[src/rtl/pfa_pkg.sv]
// Shared types and sizing helpers for the pipelined P/G adder.
package pfa_pkg;

   localparam int DEF_WIDTH  = 32;
   localparam int DEF_STAGES = 4;

   typedef enum logic {
      OP_ADD = 1'b0,
      OP_SUB = 1'b1
   } pfa_op_e;

   typedef struct packed {
      logic cout;
      logic ovf;
   } pfa_flags_t;

   function automatic int slice_width(input int width, input int stages);
      return width / stages;
   endfunction

endpackage

[src/rtl/pfa_slice.sv]
// One SW-bit slice of the generate/propagate ripple adder.
module pfa_slice #(
   parameter int SW = 8
) (
   input  logic [SW-1:0] a,
   input  logic [SW-1:0] b,
   input  logic          cin,
   output logic [SW-1:0] sum,
   output logic          cout,
   output logic          c_msb
);

   logic [SW-1:0] g;
   logic [SW-1:0] p;
   logic [SW:0]   c;

   assign g = a & b;
   assign p = a ^ b;

   always_comb begin
      c    = '0;
      c[0] = cin;
      for (int i = 0; i < SW; i++) begin
         c[i+1] = g[i] | (p[i] & c[i]);
      end
   end

   assign sum   = p ^ c[SW-1:0];
   assign cout  = c[SW];
   assign c_msb = c[SW-1];

endmodule

[src/rtl/pfa_pipe_adder.sv]
// Pipelined add/subtract: one SW-bit slice resolved per register stage, with
// valid/ready handshake and a single global advance shared by every stage.
module pfa_pipe_adder
   import pfa_pkg::*;
#(
   parameter int WIDTH  = DEF_WIDTH,
   parameter int STAGES = DEF_STAGES
) (
   input  logic             clk,
   input  logic             rst,
   input  logic             in_valid,
   output logic             in_ready,
   input  logic [WIDTH-1:0] in_a,
   input  logic [WIDTH-1:0] in_b,
   input  logic             in_cin,
   input  logic             in_sub,
   output logic             out_valid,
   input  logic             out_ready,
   output logic [WIDTH-1:0] out_sum,
   output logic             out_cout,
   output logic             out_ovf
);

   localparam int SW = slice_width(WIDTH, STAGES);

   pfa_op_e          op;
   logic [WIDTH-1:0] b_eff;
   logic             c0;
   logic             advance;
   pfa_flags_t       flags;

   // Operand registers are kept right-shifted so each stage always consumes bits [SW-1:0].
   logic             vld_p   [STAGES];
   logic [WIDTH-1:0] a_p     [STAGES];
   logic [WIDTH-1:0] b_p     [STAGES];
   logic [WIDTH-1:0] sum_p   [STAGES];
   logic             carry_p [STAGES];
   logic             cmsb_p  [STAGES];

   assign op    = in_sub ? OP_SUB : OP_ADD;
   assign b_eff = (op == OP_SUB) ? ~in_b : in_b;
   assign c0    = (op == OP_SUB) ? 1'b1 : in_cin;

   assign advance  = !vld_p[STAGES-1] || out_ready;
   assign in_ready = advance;

   for (genvar k = 0; k < STAGES; k++) begin : g_stg
      localparam bit IS_LAST = (k == STAGES - 1);

      logic [WIDTH-1:0] a_src;
      logic [WIDTH-1:0] b_src;
      logic [WIDTH-1:0] sum_base;
      logic             c_src;
      logic             v_src;
      logic [SW-1:0]    s_sum;
      logic             s_cout;
      logic             s_cmsb;

      if (k == 0) begin : g_first
         assign a_src    = in_a;
         assign b_src    = b_eff;
         assign sum_base = '0;
         assign c_src    = c0;
         assign v_src    = in_valid;
      end else begin : g_next
         assign a_src    = a_p[k-1];
         assign b_src    = b_p[k-1];
         assign sum_base = sum_p[k-1];
         assign c_src    = carry_p[k-1];
         assign v_src    = vld_p[k-1];
      end

      pfa_slice #(.SW(SW)) u_slice (
         .a     (a_src[SW-1:0]),
         .b     (b_src[SW-1:0]),
         .cin   (c_src),
         .sum   (s_sum),
         .cout  (s_cout),
         .c_msb (s_cmsb)
      );

      // ---- stage k register boundary ----
      always_ff @(posedge clk) begin
         if (rst) begin
            vld_p[k] <= 1'b0;
         end else if (advance) begin
            vld_p[k] <= v_src;
         end
      end

      always_ff @(posedge clk) begin
         if (rst && IS_LAST) begin
            sum_p[k]   <= '0;
            carry_p[k] <= 1'b0;
            cmsb_p[k]  <= 1'b0;
         end else if (advance && v_src) begin
            a_p[k]     <= a_src >> SW;
            b_p[k]     <= b_src >> SW;
            sum_p[k]   <= sum_base | (WIDTH'(s_sum) << (k * SW));
            carry_p[k] <= s_cout;
            cmsb_p[k]  <= s_cmsb;
         end
      end
   end

   assign flags.cout = carry_p[STAGES-1];
   assign flags.ovf  = carry_p[STAGES-1] ^ cmsb_p[STAGES-1];

   assign out_valid = vld_p[STAGES-1];
   assign out_sum   = sum_p[STAGES-1];
   assign out_cout  = flags.cout;
   assign out_ovf   = flags.ovf;

endmodule

[config.mk]
export PLATFORM = sky130hd
export DESIGN_NAME = pfa_pipe_adder
export DESIGN_NICKNAME = d
export VERILOG_FILES = /design/src/rtl/pfa_pkg.sv /design/src/rtl/pfa_slice.sv /design/src/rtl/pfa_pipe_adder.sv
export SDC_FILE = /design/constraint.sdc
export NUM_CORES = 1
export LEC_CHECK = 0
export ABC_AREA = 1
export CORE_MARGIN = 1.5
export CORE_UTILIZATION = 35
export CTS_BUF_LIST = sky130_fd_sc_hd__clkbuf_4
export CTS_CLUSTER_SIZE = 10
export DETAILED_ROUTE_END_ITERATION = 12
export SYNTH_ARGS = -nofsm -noshare
export SYNTH_HDL_FRONTEND = slang
export SYNTH_SLANG_ARGS = --single-unit
[constraint.sdc]
create_clock -name clk -period 6.7 [get_ports clk]
set_input_delay 1.005 -clock clk [delete_from_list [all_inputs] [get_ports clk]]
set_output_delay 1.005 -clock clk [all_outputs]
set_load 0.02 [all_outputs]
==> implementation parameters, run 1 <==
Parameter                              Value

Run status
  Outcome ... finished, final reports clean

Cells and area
  Final net count ... 607
  Fin cells ... roughly 780
  Fraction of layout cells with a size suffix above 1 ... 0.120
  Area growth, synth to finish ... 23.9%
  Final-layout fill cell count ... 1,691
  Utilization of the core after routing ... 0.447
  Multi-input combinational cell area ... 1200 um^2
  Register Area ... 5560 um^2

Power and ir drop
  VDD IR max ... 0.112 mV
  PwrDens ... 261 nW/um^2
  Leakage dissipation ... 3.27 nW
  Final Power ... roughly 2.3 mW

Synth
  Multiplexer share of the synthesized area ... 0
  Count of synthesis-stage warnings from yosys ... 0
  Top cells by count, synth ... 185 x edfxtp_1, 79 x inv_1, 32 x fa_1, 26 x xor2_1, 23 x nor2_1
  Area share of the leading cell type in the synthesized netlist ... 0.782
  Most instantiated library cell after synthesis ... edfxtp_1
  Main combinational cell family by area after synthesis ... adder cells
  Synthesized cell area ... 7110 um^2
  Area fraction in compound gates after synthesis ... 0
  Synth area leader ... edfxtp_1
  Synth Area in Simple Gates ... 0.0350
  Cell count after synthesis ... 384
  Seq/Total Area, Yosys ... 0.782
  Distinct cell type count after synthesis ... 12
  Register bit total from synthesis ... 185
  Main flop type after synthesis ... edfxtp_1
  Mapped Avg Cell Area ... 18.5 um^2
  Top area cells in the synthesized netlist ... edfxtp_1 78%, fa_1 9.0%, inv_1 4.2%
  Synthesized net count ... 486
  Proportion of synthesized flip-flops having asynchronous set or reset ... 0
  Adder and majority gate portion of the synthesized area ... 0.0902
  Xor and xnor fraction of the mapped netlist area ... 0.0407
  Number of enable-type register cells in the synthesized netlist ... 185

Setup path
  Critical Path Sink Type ... register
  Delay of the slowest cell on the worst path ... ~0.44 ns
  Path depth of the worst reg2reg path ... 12
  Path type of the worst setup path ... primary input to register
  Critical-path cell list ... clkdlybuf4s50_1 -> xnor2_1 -> fa_1 -> fa_1 -> fa_1 -> fa_1 -> fa_1 -> fa_1 -> fa_1 -> inv_1 -> fa_1
  CP required ... 7.01 ns
  CP arrival ... 4.87 ns
  Critical path startpoint category ... primary input
  Crit-path most repeated cell ... fa_1
  Crit path buffers/inverters ... 2
  Critical-path maximum fanout ... 1
  Critical path's top delay family ... adder cells
  Number of stages on the worst setup path ... 11
  Critical path's slowest cell ... fa_1

Job
  # Max-Cap Violations ... 0

Floorplan
  Number of rows in the core area ... just over 50
  Die span in x ... between 100 and 150 um
  Y dimension of the die ... roughly 150 um
  Starting density of the core ... 0.360
  Count of boundary I/O pins ... 106
  Floorplan core area ... 19,700 um^2
  Die footprint ... 21,200 um^2

Detailed routing
  Via Count ... 3,156
  Average routed wire per standard cell ... 13.1 um
  DRC violation total after the first TritonRoute iteration ... 140
  Remaining routing DRC violations ... 0
  Final ANT Viol Nets ... 0
  Number of search-and-repair iterations in the first detailed-routing pass ... 4
  Post-detailed-route via-to-cell ratio ... between 4 and 5
  Total wirelength of the detailed-routed design ... 10.3 mm

Min path
  Worst Hold Path Cells ... 0
  Path category of the worst min-delay check ... register to register

Timing
  Setup-violating endpoint count in the final report ... 0
  Setup repair after global routing missed its margin ... false
  Number of failing hold endpoints at the final stage ... 0
  Tightest slew margin relative to the limit ... 0.436
  Post-Route Skew ... 0.0153 ns
  Final TNS setup ... 0 ns
  Peak clock frequency supported by timing ... between 0.2 and 0.25 GHz
  Setup slack of the critical path after layout ... roughly 2.1 ns
  Final Critical Period ... 4.57 ns
  Max Transition Viols Final ... 0
  Slew of the pin with the lowest slew margin ... roughly 0.84 ns
  Final critical-path share of the clock period ... 0.682

Clock tree
  Resized Gates After CTS ... 0
  Clock latency on the worst-skew pair ... 0.55 ns
  Clock transition at the registers of the reported paths ... 0.15 ns
  Number of buffers inserted for hold repair after clock tree synthesis ... 0
  CTS root buf ... clkbuf_4
  Sink count of the clock tree ... 185
  Number of buffers inserted during clock tree synthesis ... 17
  Clock Path Buffers ... 2
  CTS tree ... done
  H-tree levels ... 4
  Buffers inserted during post-CTS setup optimization ... 0

Global routing
  Global Route Usage Sum ... 0.105
  Initial antenna violation count ... 1
  First-pass GRT wire length ... about 16 mm
  Leftover overflow at the end of global routing ... 0
  Largest net degree at the start of global routing ... 58
  Via count of the first global-routing pass ... ~3,300

Placement
  Placer Congestion ... 0.688
  Count of input and output buffers ... between 100 and 150
  Count of placed standard cells including taps ... between 700 and 800
  Setup slack after placement ... 1.55 ns
  Half-perimeter wire length after detailed placement ... 6.81 mm
power by group:
group          total [mW]  switching [mW]  internal [mW]
combinational       0.209           0.111         0.0980
clock               0.690           0.386          0.304
sequential           1.40          0.0230           1.38
per-stage QoR:
step / cell area (um^2) / hold WS (ns)
6_report: 8810 / 0.427
4_1_cts: 8800 / 0.430
5_1_grt: 8810 / 0.430
3_3_place_gp: 8460 / 0.402
3_5_place_dp: 8460 / 0.405
2_1_floorplan: 7110 / 0.400
cell families after synthesis:
kind of cell,after synthesis
XOR/XNOR,33
adder cells (fa/ha/maj),32
buffers and inverters,86
flip-flops,185
AND/OR/NAND/NOR,48
cell usage in the layout (no fill, tap or decap):
cell type	Yosys	layout
nand2_1	4	3
fa_1	32	32
inv_6	0	4
nor2_1	23	20
edfxtp_1	185	185
clkbuf_4	0	17
xnor2_1	7	7
clkinv_4	0	1
nor2_2	19	19
inv_8	0	1
nand2_2	0	1
diode_2	0	1
xor2_1	26	26
nand2_4	1	1
buf_2	0	1
clkinvlp_4	0	5
clkdlybuf4s50_1	0	104
buf_4	1	4
bufinv_16	0	4
nand3_4	1	1
inv_1	79	79
nor2_4	0	3
layout make-up:
class	instances	share of cell area
sequential	185	0.631
multi-input combinational	113	0.137
timing repair buffer	109	0.122
tap	265	0.0377
inverter	79	0.0337
clock inverter	15	0.0242
clock buffer	17	0.0145
antenna	1	0.000284
flip-flops by register name, indices dropped and copies added, names as in the netlist:
| signal | cells |
|---|---|
| a_p | 48 |
| b_p | 48 |
| carry_p | 4 |
| cmsb_p | 1 |
| sum_p | 80 |
| vld_p | 4 |
worst paths after layout:
check | start | endpoint | slack [ns]
setup / recovery | in_b[0] | sum_p[0][7]$_DFFE_PP_ | 2.13
hold / removal | sum_p[1][9]$_DFFE_PP_ | sum_p[2][9]$_DFFE_PP_ | 0.43
setup reg to reg | a_p[2][0]$_DFFE_PP_ | sum_p[3][31]$_SDFFCE_PN0P_ | 2.75
hold reg to reg | sum_p[1][9]$_DFFE_PP_ | sum_p[2][9]$_DFFE_PP_ | 0.43
per-layer routing:
metal,share of wire,vias up,GRT usage
li1,-,1519,-
met1,0.40,1535,0.116
met2,0.53,83,0.182
met3,0.050,19,0.0342
met4,0.023,0,0.0520
met5,0,-,0
(Power assumes the default switching activity.)
==> run 2: changes to the inputs <==
==> constraint.sdc (replaced) <==
create_clock -name clk -period 4.6 [get_ports clk]
set_input_delay 0.69 -clock clk [delete_from_list [all_inputs] [get_ports clk]]
set_output_delay 0.69 -clock clk [all_outputs]
set_load 0.02 [all_outputs]
==> implementation parameters, run 2 (same netlist as run 1, synthesis figures left out) <==
Parameter                              Value

Run status
  Outcome ... finished, final reports clean

Setup path
  Path type of the worst setup path ... primary input to register
  Critical-path cell list ... clkdlybuf4s50_1 -> xnor2_1 -> fa_1 -> fa_1 -> fa_1 -> fa_1 -> fa_1 -> fa_1 -> fa_1 -> inv_1 -> fa_1
  Critical path startpoint category ... primary input
  Critical Path Sink Type ... register
  Delay of the slowest cell on the worst path ... 0.44 ns (about the same)
  Critical path's top delay family ... adder cells
  Crit path buffers/inverters ... 2 (unchanged)
  CP arrival ... 4.55 ns (-0.32 ns)
  Crit Reg-Reg Startpoint ... b_p[2][0]$_DFFE_PP_
  Critical-path maximum fanout ... 1 (unchanged)
  Critical path's slowest cell ... fa_1
  Crit-path most repeated cell ... fa_1
  Startpoint of the worst setup timing path ... in_b[0]
  CP required ... 4.91 ns (-2.10 ns)

Timing
  Post-Route Skew ... 0.0212 ns (+0.00590 ns)
  Number of failing hold endpoints at the final stage ... 0 (unchanged)
  Final Critical Period ... 4.24 ns
  Tightest slew margin relative to the limit ... 0.436 (+0.000701)
  Peak clock frequency supported by timing ... approximately 0.24 GHz
  Max Transition Viols Final ... 0 (unchanged)
  Slew of the pin with the lowest slew margin ... 0.843 ns (-0.00105 ns)
  Final critical-path share of the clock period ... 0.922
  Setup repair after global routing missed its margin ... false
  Final TNS setup ... 0 ns (unchanged)
  Setup-violating endpoint count in the final report ... 0 (unchanged)
  Setup slack of the critical path after layout ... 0.360 ns (-1.77 ns)

Clock tree
  Resized Gates After CTS ... 0 (unchanged)
  Sink count of the clock tree ... 185 (unchanged)
  Clock Path Buffers ... 2 (unchanged)
  CTS tree ... done
  Number of buffers inserted during clock tree synthesis ... 17 (unchanged)
  H-tree levels ... 4 (unchanged)
  Clock transition at the registers of the reported paths ... 0.15 ns (about the same)
  Buffers inserted during post-CTS setup optimization ... 0 (unchanged)
  Number of buffers inserted for hold repair after clock tree synthesis ... 0 (unchanged)
  Clock latency on the worst-skew pair ... 0.56 ns (about the same)
  CTS root buf ... clkbuf_4

Detailed routing
  Via Count ... 3,150 (-0.19%)
  Number of search-and-repair iterations in the first detailed-routing pass ... 4 (unchanged)
  Final ANT Viol Nets ... 0 (unchanged)
  Total wirelength of the detailed-routed design ... 10.0 mm (-2.7%)
  Remaining routing DRC violations ... 0 (unchanged)
  Post-detailed-route via-to-cell ratio ... 4.01 (-0.44%)
  DRC violation total after the first TritonRoute iteration ... 151 (+7.9%)
  Average routed wire per standard cell ... 12.7 um (-3.0%)

Cells and area
  Commonest non-fill, non-tap cell in the layout ... edfxtp_1
  Fraction of layout cells with a size suffix above 1 ... 0.123 (+0.00339)
  Area growth, synth to finish ... 22.6%
  Final net count ... 609 (+0.33%)
  Largest register FFs ... 80 (unchanged)
  Most flop-heavy register ... sum_p
  Biggest registers after layout ... sum_p: 80 flops, a_p: 48 flops, b_p: 48 flops
  Highest-count cells in the layout ignoring fill and taps ... 185 x edfxtp_1, 104 x clkdlybuf4s50_1, 79 x inv_1, 32 x fa_1, 26 x xor2_1

Placement
  Half-perimeter wire length after detailed placement ... 7.09 mm (+4.2%)
  Setup slack after placement ... -0.238 ns (-1.79 ns)
  Placer Congestion ... 0.709 (+3.0%)
  Count of input and output buffers ... 105 (unchanged)

Min path
  Worst min-delay path startpoint ... sum_p[1][9]$_DFFE_PP_
  Path category of the worst min-delay check ... register to register

Floorplan
  Die span in x ... 145 um (unchanged)
  Count of boundary I/O pins ... 106 (unchanged)
  Number of rows in the core area ... 51 (unchanged)
  Floorplan core area ... 19,700 um^2 (unchanged)
  Die footprint ... 21,200 um^2 (unchanged)
  Starting density of the core ... 0.360 (unchanged)
  Y dimension of the die ... 145 um (unchanged)

Power and ir drop
  PwrDens ... 357 nW/um^2 (+37%)
  Leakage dissipation ... 3.24 nW (-0.76%)
  VDD IR max ... 0.132 mV (+18%)

Global routing
  Initial antenna violation count ... 1 (unchanged)
  Leftover overflow at the end of global routing ... 0 (unchanged)
  Via count of the first global-routing pass ... 3,292 (-0.061%)
  Global Route Usage Sum ... 0.103 (-0.00186)
  Largest net degree at the start of global routing ... 36 (-38%)
  First-pass GRT wire length ... 16.3 mm (-0.93%)

Job
  # Max-Cap Violations ... 0 (unchanged)
run 2: cell count changes in the layout (fill, tap and decap cells not counted), sizes merged:
cell | previous run | this run
buf | 5 | 7
bufinv | 4 | 0
clkbuf | 17 | 18
clkinv | 1 | 6
clkinvlp | 5 | 3
run 2: path summary, 6_finish.rpt:
check / slack [ns] / cells after the start / endpoint
setup reg to reg: 0.68 / 12 / sum_p[3][31]$_SDFFCE_PN0P_
setup / recovery: 0.36 / 11 / sum_p[0][7]$_DFFE_PP_
hold reg to reg: 0.42 / 0 / sum_p[2][9]$_DFFE_PP_
hold / removal: 0.42 / 0 / sum_p[2][9]$_DFFE_PP_
run 2: cell type report:
cell class,instances,area (um^2)
Sequential cell,185,5560
Clock buffer,18,135
Inverter,79,297
Antenna cell,1,2.50
Clock inverter,14,96.3
Multi-Input combinational cell,113,1200
Tap cell,265,332
Timing Repair Buffer,111,1090
Fill cell,1755,11000
run 2: power by group:
| group | total, mW | internal [mW] | switching (mW) | leakage [nW] |
|---|---|---|---|---|
| clock network | 0.766 | 0.222 | 0.544 | 0.129 |
| logic | 0.305 | 0.144 | 0.161 | 1.32 |
| registers | 2.04 | 2.01 | 0.0334 | 1.79 |
run 2: metrics by stage:
step	utilization	cell area (um^2)	instances	hold WS [ns]	power [mW]
after floorplan	-	7110	384	0.400	2.24
after global placement	0.430	8480	753	0.401	2.38
after detailed placement	0.430	8480	753	0.405	2.40
after CTS	0.442	8710	785	0.418	3.17
after global routing	0.442	8710	786	0.411	3.27
final	0.442	8710	786	0.422	3.11
run 2: layer usage:
| metal | GRT usage | vias up | wire, um |
|---|---|---|---|
| li1 | - | 1523 | - |
| met1 | 0.118 | 1531 | 4220 |
| met2 | 0.175 | 77 | 5200 |
| met3 | 0.0266 | 19 | 363 |
| met4 | 0.0582 | 0 | 239 |
| met5 | 0 | - | 0 |
==> run 3: changes to the inputs <==
--- a/config.mk
+++ b/config.mk
@@ -6,11 +6,13 @@
 export NUM_CORES = 1
 export LEC_CHECK = 0
 export ABC_AREA = 1
+export CAP_MARGIN = 20
 export CORE_MARGIN = 1.5
-export CORE_UTILIZATION = 35
+export CORE_UTILIZATION = 30
 export CTS_BUF_LIST = sky130_fd_sc_hd__clkbuf_4
 export CTS_CLUSTER_SIZE = 10
 export DETAILED_ROUTE_END_ITERATION = 12
+export MAX_ROUTING_LAYER = met4
 export SYNTH_ARGS = -nofsm -noshare
 export SYNTH_HDL_FRONTEND = slang
 export SYNTH_SLANG_ARGS = --single-unit
==> implementation parameters, run 3 (same netlist as run 1, synthesis figures left out) <==
Parameter                              Value

Timing
  Post-Route Skew ... 0.0248 ns (+0.00353 ns)
  Smallest hold slack ... 0.419 ns (-0.00345 ns)
  Final critical-path share of the clock period ... 0.921 (about the same)
  Slew of the pin with the lowest slew margin ... 0.855 ns (+0.0125 ns)
  Setup repair after global routing missed its margin ... false
  Final TNS setup ... 0 ns (unchanged)
  Max Transition Viols Final ... 0 (unchanged)
  Tightest slew margin relative to the limit ... 0.428 (-0.00835)
  Number of failing hold endpoints at the final stage ... 0 (unchanged)
  Setup-violating endpoint count in the final report ... 0 (unchanged)
  Peak clock frequency supported by timing ... 0.236 GHz (about the same)
  Final Critical Period ... 4.24 ns (-0.00204 ns)

Detailed routing
  Post-Route M1 WL ... 4.42 mm (+4.9%)
  Top Layer Used ... met4
  Met2 Wirelength ... 5.89 mm (+13%)
  DRC violation total after the first TritonRoute iteration ... 142 (-6.0%)
  Remaining routing DRC violations ... 0 (unchanged)
  Via Count ... 3,157 (+0.22%)
  Average routed wire per standard cell ... 12.9 um (+0.92%)
  Post-detailed-route via-to-cell ratio ... 3.75 (-6.3%)
  Met3 Wirelength ... 359 um (-1.1%)
  Number of search-and-repair iterations in the first detailed-routing pass ... 6 (+2)
  Total wirelength of the detailed-routed design ... 10.8 mm (+8.0%)
  Final ANT Viol Nets ... 0 (unchanged)

Cells and area
  Biggest registers after layout ... sum_p: 80 flops, a_p: 48 flops, b_p: 48 flops
  Area growth, synth to finish ... 24.8%
  Largest register FFs ... 80 (unchanged)
  Fraction of layout cells with a size suffix above 1 ... 0.123 (-0.000236)
  Highest-count cells in the layout ignoring fill and taps ... 185 x edfxtp_1, 104 x clkdlybuf4s50_1, 79 x inv_1, 32 x fa_1, 26 x xor2_1
  Final net count ... 610 (+0.16%)
  Cell area after layout ... 8860 um^2 (+1.8%)
  Final-layout fill cell count ... 2,155 (+23%)
  Commonest non-fill, non-tap cell in the layout ... edfxtp_1
  Most flop-heavy register ... sum_p

Global routing
  Leftover overflow at the end of global routing ... 0 (unchanged)
  Initial antenna violation count ... 1 (unchanged)
  Via count of the first global-routing pass ... 3,367 (+2.3%)
  Largest net degree at the start of global routing ... 36 (unchanged)
  Global Route Usage Sum ... 0.0972 (-0.00577)
  First-pass GRT wire length ... 17.1 mm (+5.3%)

Clock tree
  Number of buffers inserted for hold repair after clock tree synthesis ... 0 (unchanged)
  CTS root buf ... clkbuf_4
  Resized Gates After CTS ... 0 (unchanged)
  Clock transition at the registers of the reported paths ... 0.16 ns (about the same)
  Sink count of the clock tree ... 185 (unchanged)
  Clock latency on the worst-skew pair ... 0.55 ns (about the same)
  Buffers inserted during post-CTS setup optimization ... 0 (unchanged)
  Clock Path Buffers ... 2 (unchanged)
  CTS tree ... done
  Number of buffers inserted during clock tree synthesis ... 17 (unchanged)
  H-tree levels ... 4 (unchanged)

Power and ir drop
  Leakage dissipation ... 3.29 nW (+1.3%)
  Switching part of the total power ... 0.244 (+0.00686)
  Share of total power in combinational logic ... 0.096 (-0.002)
  Final Power ... 3.24 mW (+4.1%)
  Clk pwr share ... 0.273 (+0.027)
  Psw ... 0.791 mW (+7.1%)
  VDD IR max ... 0.125 mV (-5.0%)
  Internal Dissipation ... 2.45 mW (+3.1%)
  Reg power frac ... 0.630 (-0.026)
  PwrDens ... 365 nW/um^2 (+2.3%)

Min path
  Path category of the worst min-delay check ... register to register

Setup path
  Path type of the worst setup path ... primary input to register
  Critical path's slowest cell ... clkdlybuf4s50_1
  CP required ... 4.90 ns (about the same)
  Critical Path Sink Type ... register
  Crit-path most repeated cell ... fa_1
  Crit path buffers/inverters ... 2 (unchanged)
  Critical path startpoint category ... primary input
  Critical path's top delay family ... adder cells
  Critical-path maximum fanout ... 1 (unchanged)
  Delay of the slowest cell on the worst path ... 0.41 ns (-0.03 ns)
  Critical-path cell list ... clkdlybuf4s50_1 -> xnor2_1 -> fa_1 -> fa_1 -> fa_1 -> fa_1 -> fa_1 -> fa_1 -> fa_1 -> inv_1 -> fa_1
  CP arrival ... 4.54 ns (about the same)

Placement
  DP Area ... 8550 um^2 (+0.80%)
  Half-perimeter wire length after detailed placement ... 7.52 mm (+6.0%)
  Placer Congestion ... 0.733 (+3.4%)
  Count of input and output buffers ... 105 (unchanged)

Floorplan
  Starting density of the core ... 0.305 (-0.0558)
  Die span in x ... 157 um (+7.8%)
  Number of rows in the core area ... 56 (+9.8%)
  Die footprint ... 24,600 um^2 (+16%)
  Y dimension of the die ... 157 um (+7.8%)
  Count of boundary I/O pins ... 106 (unchanged)
  Floorplan core area ... 23,300 um^2 (+18%)

Job
  # Max-Cap Violations ... 0 (unchanged)

Run status
  Outcome ... finished, final reports clean
-- run 3: cell count changes in the layout (fill, tap and decap cells not counted), sizes merged --
cell,previous run,this run
inv,84,85
clkinv,6,8
clkbuf,18,17
buf,7,8
bufinv,0,1
clkinvlp,3,0
-- run 3: per-layer routing --
| layer | GRT usage | vias up |
|---|---|---|
| met5 | - | - |
| met4 | 0.0408 | 0 |
| met3 | 0.0262 | 9 |
| met2 | 0.170 | 62 |
| met1 | 0.104 | 1565 |
| li1 | - | 1521 |
-- run 3: final timing paths --
| check | from | endpoint | slack (ns) | depth (start not counted) |
|---|---|---|---|---|
| setup reg to reg | b_p[2][0]$_DFFE_PP_ | sum_p[3][31]$_SDFFCE_PN0P_ | 0.74 | 12 |
| hold reg to reg | a_p[1][10]$_DFFE_PP_ | a_p[2][2]$_DFFE_PP_ | 0.42 | 0 |
| setup / recovery | in_b[0] | sum_p[0][7]$_DFFE_PP_ | 0.36 | 11 |
| hold / removal | a_p[1][10]$_DFFE_PP_ | a_p[2][2]$_DFFE_PP_ | 0.42 | 0 |
-- run 3: cell type report --
cell class | instances | area (um^2) | area share
clock inverter | 15 | 161 | 0.0182
multi-input combinational | 113 | 1200 | 0.136
tap | 319 | 399 | 0.0450
clock buffer | 17 | 128 | 0.0144
antenna | 1 | 2.50 | 0.000282
timing repair buffer | 112 | 1120 | 0.126
sequential | 185 | 5560 | 0.627
inverter | 79 | 297 | 0.0335
-- run 3: power groups by stage --
stage | logic, mW | registers (mW) | clock network, mW
after floorplan | 0.142 | 2.10 | 0
after global placement | 0.312 | 2.08 | 0
after detailed placement | 0.319 | 2.08 | 0
after CTS | 0.319 | 2.05 | 0.930
after global routing | 0.353 | 2.06 | 0.990
final | 0.312 | 2.04 | 0.885
-- run 3: through the flow --
| stage | util | setup WS, ns | std cells |
|---|---|---|---|
| after CTS | 0.379 | 0.437 | 839 |
| final | 0.380 | 0.362 | 841 |
| after global routing | 0.380 | 0.300 | 841 |
| after floorplan | - | 0.0629 | 384 |
| after detailed placement | 0.366 | -0.222 | 807 |
| after global placement | 0.366 | -0.172 | 807 |
-- run 3: worst reg2reg max path, delay by kind of cell (launching register included) --
family                   cells  cell delay (ns)
adder cells (fa/ha/maj)      8             3.01
flip-flops                   1             0.39
buffers and inverters        3             0.19
AND/OR/NAND/NOR              1             0.04
